===== src/rtl/dsub_pkg.sv =====
// Shared types and sizing helpers for the digit-serial PG subtractor.
package dsub_pkg;

   typedef enum logic [1:0] {StIdle, StRun, StDone} dsub_state_e;

   function automatic int unsigned num_digits(input int unsigned n, input int unsigned w);
      return n / w;
   endfunction

   // Digit counter width; a single-digit configuration still gets one bit.
   function automatic int unsigned cnt_width(input int unsigned k);
      return (k > 1) ? $clog2(k) : 1;
   endfunction

endpackage


===== src/rtl/w_bit_pg_ripple_slice.sv =====
// One W-bit propagate/generate ripple digit: sum = a + nb + cin, with carry out.
module w_bit_pg_ripple_slice #(
   parameter int unsigned W = 8
) (
   input  logic [W-1:0] a,
   input  logic [W-1:0] nb,
   input  logic         cin,
   output logic [W-1:0] sum,
   output logic         cout
);

   logic [W-1:0] p;
   logic [W-1:0] g;

   assign p = a ^ nb;
   assign g = a & nb;

   always_comb begin
      logic c;
      c    = cin;
      sum  = '0;
      for (int i = 0; i < W; i++) begin
         sum[i] = p[i] ^ c;
         c      = g[i] | (p[i] & c);
      end
      cout = c;
   end

endmodule


===== src/rtl/digit_serial_pg_subtractor.sv =====
// N-bit unsigned subtractor D = A - B - Bin computed as A + ~B + ~Bin, one W-bit digit per clock.
module digit_serial_pg_subtractor
   import dsub_pkg::*;
#(
   parameter int unsigned N = 32,
   parameter int unsigned W = 8
) (
   input  logic         clk,
   input  logic         rst_n,
   input  logic         in_valid,
   output logic         in_ready,
   input  logic [N-1:0] A,
   input  logic [N-1:0] B,
   input  logic         Bin,
   output logic         out_valid,
   input  logic         out_ready,
   output logic [N-1:0] D,
   output logic         Bout
);

   localparam int unsigned K  = num_digits(N, W);
   localparam int unsigned CW = cnt_width(K);

   if ((W < 1) || ((N % W) != 0)) begin : g_bad_cfg
      $error("digit_serial_pg_subtractor: N must be a nonzero multiple of W");
   end

   dsub_state_e   state_q, state_d;
   logic [N-1:0]  a_q;
   logic [N-1:0]  nb_q;
   logic [N-1:0]  d_q;
   logic          bout_q;
   logic          carry_q;
   logic [CW-1:0] cnt_q;

   logic [31:0]   base;
   logic [W-1:0]  sum;
   logic          cout;
   logic          last;

   assign base = 32'(cnt_q) * W;
   assign last = (cnt_q == CW'(K - 1));

   w_bit_pg_ripple_slice #(
      .W (W)
   ) u_slice (
      .a    (a_q[base +: W]),
      .nb   (nb_q[base +: W]),
      .cin  (carry_q),
      .sum  (sum),
      .cout (cout)
   );

   always_ff @(posedge clk or negedge rst_n) begin
      if (!rst_n) begin
         state_q <= StIdle;
      end else begin
         state_q <= state_d;
      end
   end

   always_comb begin
      state_d = state_q;
      unique case (state_q)
         StIdle:  if (in_valid)  state_d = StRun;
         StRun:   if (last)      state_d = StDone;
         StDone:  if (out_ready) state_d = StIdle;
         default: state_d = StIdle;
      endcase
   end

   always_ff @(posedge clk or negedge rst_n) begin
      if (!rst_n) begin
         a_q     <= '0;
         nb_q    <= '0;
         d_q     <= '0;
         bout_q  <= 1'b0;
         carry_q <= 1'b0;
         cnt_q   <= '0;
      end else begin
         unique case (state_q)
            StIdle: begin
               if (in_valid) begin
                  a_q     <= A;
                  nb_q    <= ~B;
                  carry_q <= ~Bin;
                  cnt_q   <= '0;
               end
            end
            StRun: begin
               d_q[base +: W] <= sum;
               carry_q        <= cout;
               // Wrap to zero on the last digit so the counter never exceeds K-1.
               cnt_q          <= last ? '0 : cnt_q + 1'b1;
               if (last) begin
                  bout_q <= ~cout;
               end
            end
            default: ;
         endcase
      end
   end

   assign in_ready  = rst_n && (state_q == StIdle);
   assign out_valid = (state_q == StDone);
   assign D         = d_q;
   assign Bout      = bout_q;

endmodule


===== config.mk =====
export PLATFORM = sky130hd
export DESIGN_NAME = digit_serial_pg_subtractor
export DESIGN_NICKNAME = d
export VERILOG_FILES = /design/src/rtl/dsub_pkg.sv /design/src/rtl/w_bit_pg_ripple_slice.sv /design/src/rtl/digit_serial_pg_subtractor.sv
export SDC_FILE = /design/constraint.sdc
export NUM_CORES = 1
export LEC_CHECK = 0
export ABC_CLOCK_PERIOD_IN_PS = 4500
export CAP_MARGIN = 20
export CORE_UTILIZATION = 46
export DETAILED_ROUTE_END_ITERATION = 8
export MAX_ROUTING_LAYER = met4
export PLACE_DENSITY = 0.77
export SLEW_MARGIN = 20
export SYNTH_ARGS = -nofsm -noshare
export SYNTH_HDL_FRONTEND = slang
export SYNTH_SLANG_ARGS = --single-unit

===== constraint.sdc =====
create_clock -name clk -period 4.5 [get_ports clk]
set_input_delay 0.45 -clock clk [delete_from_list [all_inputs] [get_ports clk]]
set_output_delay 0.45 -clock clk [all_outputs]
set_load 0.05 [all_outputs]

==> impl_metrics.toml <==
[die]
num_rows = 36
die_y_um = 102.3
chipWidth_um = 102.3
io_pins = 104
die_area_um2 = 10470
initial_core_util_pct = 47.39
core_area_um2 = 9774

[place]
port-buffer-count = 103
dpl.hpwl_mm = 7.243
place.gp.congestion = 0.7606

[yosys]
syn_area_um2 = 4632
synth_xor_area_share_pct = 0
synth_largest_area_cell = "dfrtp_1"
yosysTopAreaCellShare_pct = 55.11
ys_ff_latch = 102
syn_avg_cell_area_um2 = 13.39
synthDistinctLibCells = 28
synth.area.mux_share_pct = 18.61
syn_inst = 346
yosys.area_share.simple_pct = 6.807
synth_edf_count = 0
ys_warn_count = 0
synth_compound_area_share_pct = 9.427
synthArstFlopShare_pct = 100.0
syn_nets = 429
synth_ff_type = "dfrtp_1"
synth_adder_area_share_pct = 5.078
ys_seq_area_share_pct = 55.11
synthTopCellsByArea = "dfrtp_1, mux2_4, mux4_2, nand2_1, fa_1"
synth_top_family_by_area = "multiplexers"

[clock_network]
path_clk_slew_ns = 0.09
hold_buffers = 0
cts.sinks = 102
cts_root_buffer = "clkbuf_8"
cts_setup_buffers = 0
cts_max_level = 3
cts_made_buffers = 9
cts_tree = "yes"
cts_resized = 0
clock_latency_ns = 0.36
cts_buffer_depth = 2

[pwr]
swShare_pct = 41.79
p_total_mw = 4.613
vdd_ir_drop_max_mv = 0.3134
pwr-share-comb_pct = 53.8
pwr-share-clk_pct = 12.4
power.internal_mw = 2.686
cellPowerDensity_nw_per_um2 = 779.0
power_switching_mw = 1.928
p_seq_share_pct = 33.8
power.leakage_nw = 2.638

[timing]
skew_ns = 0.009162
finalSetupTns_ns = 0
fmax_mhz = 233.9
relSlewSlack_pct = 30.16
timing.final.crit_share_pct = 95.00
period_minus_slack_ns = 4.275
drv_slew = 0
timing.final.setup_violations = 0
rsz0062_at_grt = "no"
tightest_slew_ns = 1.048
finalHoldViolations = 0
hold_ws_ns = 0.08231

[routing]
top_layer = "met4"
vias_per_cell = 5.236
dr_wl_met2_mm = 4.561
met1_length_mm = 4.473
num_vias = 3063
routed_wl_mm = 9.634
drt-initial-drc-count = 141
drc = 0
firstDrtPassIters = 4
dr_wl_met3_um = 465
antenna_left = 0
wl_per_cell_um = 16.47

[grt]
grt_max_degree = 67
gr-total-overflow = 0
grt_pass1_vias = 3147
antenna_found_initial = 0
grt_pass1_wl_mm = 16.04
grt.total_usage_pct = 21.26

[worst_setup_path]
cp-start-kind = "flop"
required_ns = 4.76
critPathLaunch = "cnt_q[0]$_DFFE_PN0P_"
worstPathArrival_ns = 4.54
timing.rr.start = "cnt_q[0]$_DFFE_PN0P_"
timing.rr.end = "D[15]$_DFFE_PN0P_"
reg2reg_slack_ns = 0.23
crit_fanout = 6
crit_type = "reg2reg"
reg2regPathDepth = 11
crit_path_end_kind = "flop"

[finish]
diodes = 0
num-nets-final = 530
layout-drive-gt1-share_pct = 16.37
area_growth_pct = 27.85
final_cell_mix = "dfrtp_1, clkdlybuf4s50_1, nand2_1, mux2_4, o21ai_1"

[run]
max_cap_violations = 0

[outcome]
status = "complete, no violations"

[worst_hold_path]
min_path_type = "in2async"
==> power groups by stage <==
stage                     clock, mW  combinational [mW]  sequential [mW]
final                         0.570                2.48             1.56
after global routing          0.624                2.72             1.61
after CTS                     0.584                2.50             1.56
after detailed placement          0                2.49             1.58
after global placement            0                2.43             1.56
after floorplan                   0                1.58             1.77
==> critical path, cell delays in order (launching register included) <==
cell and delay (ns):
dfrtp_1 0.48, mux4_2 0.39, fa_1 0.16, inv_1 0.05, fa_1 0.37, fa_1 0.39
fa_1 0.40, fa_1 0.39, fa_1 0.39, fa_1 0.39, fa_1 0.51, o31ai_1 0.25
==> per-stage QoR <==
step                cells  utilization (%)  setup slack [ns]  instance area (um^2)
CTS                   585            60.59            0.2083                  5922
global route          585            60.59           0.03936                  5922
finish                585            60.59            0.2252                  5922
detailed placement    569            58.55            0.2360                  5723
floorplan             346                -           0.09232                  4632
global placement      569            58.55            0.2546                  5723
==> registers in the layout (all words and copies together) (netlist names) <==
| name | flops |
|---|---|
| Bout | 1 |
| D | 32 |
| a_q | 32 |
| carry_q | 1 |
| cnt_q | 2 |
| nb_q | 32 |
| state_q | 2 |
==> worst max-delay path by stage <==
stage | to | cells after the start | slack, ns
6_report | D[15]$_DFFE_PN0P_ | 11 | 0.23
4_1_cts | D[15]$_DFFE_PN0P_ | 11 | 0.21
3_5_place_dp | D[15]$_DFFE_PN0P_ | 11 | 0.24
2_1_floorplan | D[15]$_DFFE_PN0P_ | 13 | 0.09
3_3_place_gp | D[15]$_DFFE_PN0P_ | 11 | 0.25
5_1_grt | D[15]$_DFFE_PN0P_ | 11 | 0.04
==> routing by layer <==
| layer | track usage, % | vias to the layer above |
|---|---|---|
| li1 | - | 1419 |
| met1 | 29.23 | 1521 |
| met3 | 3.010 | 14 |
| met2 | 32.73 | 109 |
| met4 | 7.143 | 0 |
| met5 | - | - |
==> logic make-up (layout without fill, tap and decap cells) <==
logic type                 count (synthesis)  count (layout)
adders and majority gates                 14              14
muxes                                     50              50
AOI/OAI and AO/OA                         69              69
buffers and inverters                     40             146
DFF                                      102             102
and+or+nand+nor                           71              71
==> cell type report <==
type	instances	area, um^2
Timing Repair Buffer	109	1074
Tap cell	133	166.4
Clock buffer	9	123.9
Multi-Input combinational cell	204	1852
Clock inverter	7	75.07
Sequential cell	102	2552
Inverter	21	78.83
Fill cell	767	3852
==> synthesized netlist by cell type (5+ instances only) <==
| library cell | n |
|---|---|
| mux4_2 | 16 |
| o21ai_0 | 12 |
| o2bb2ai_1 | 17 |
| mux2_4 | 32 |
| fa_1 | 8 |
| buf_6 | 10 |
| nand2_1 | 54 |
| dfrtp_1 | 102 |
| ha_1 | 6 |
| clkbuf_1 | 5 |
| o21ai_1 | 30 |
| inv_1 | 21 |
| o31ai_1 | 8 |
Note: power is estimated with default switching activity, not from simulation.
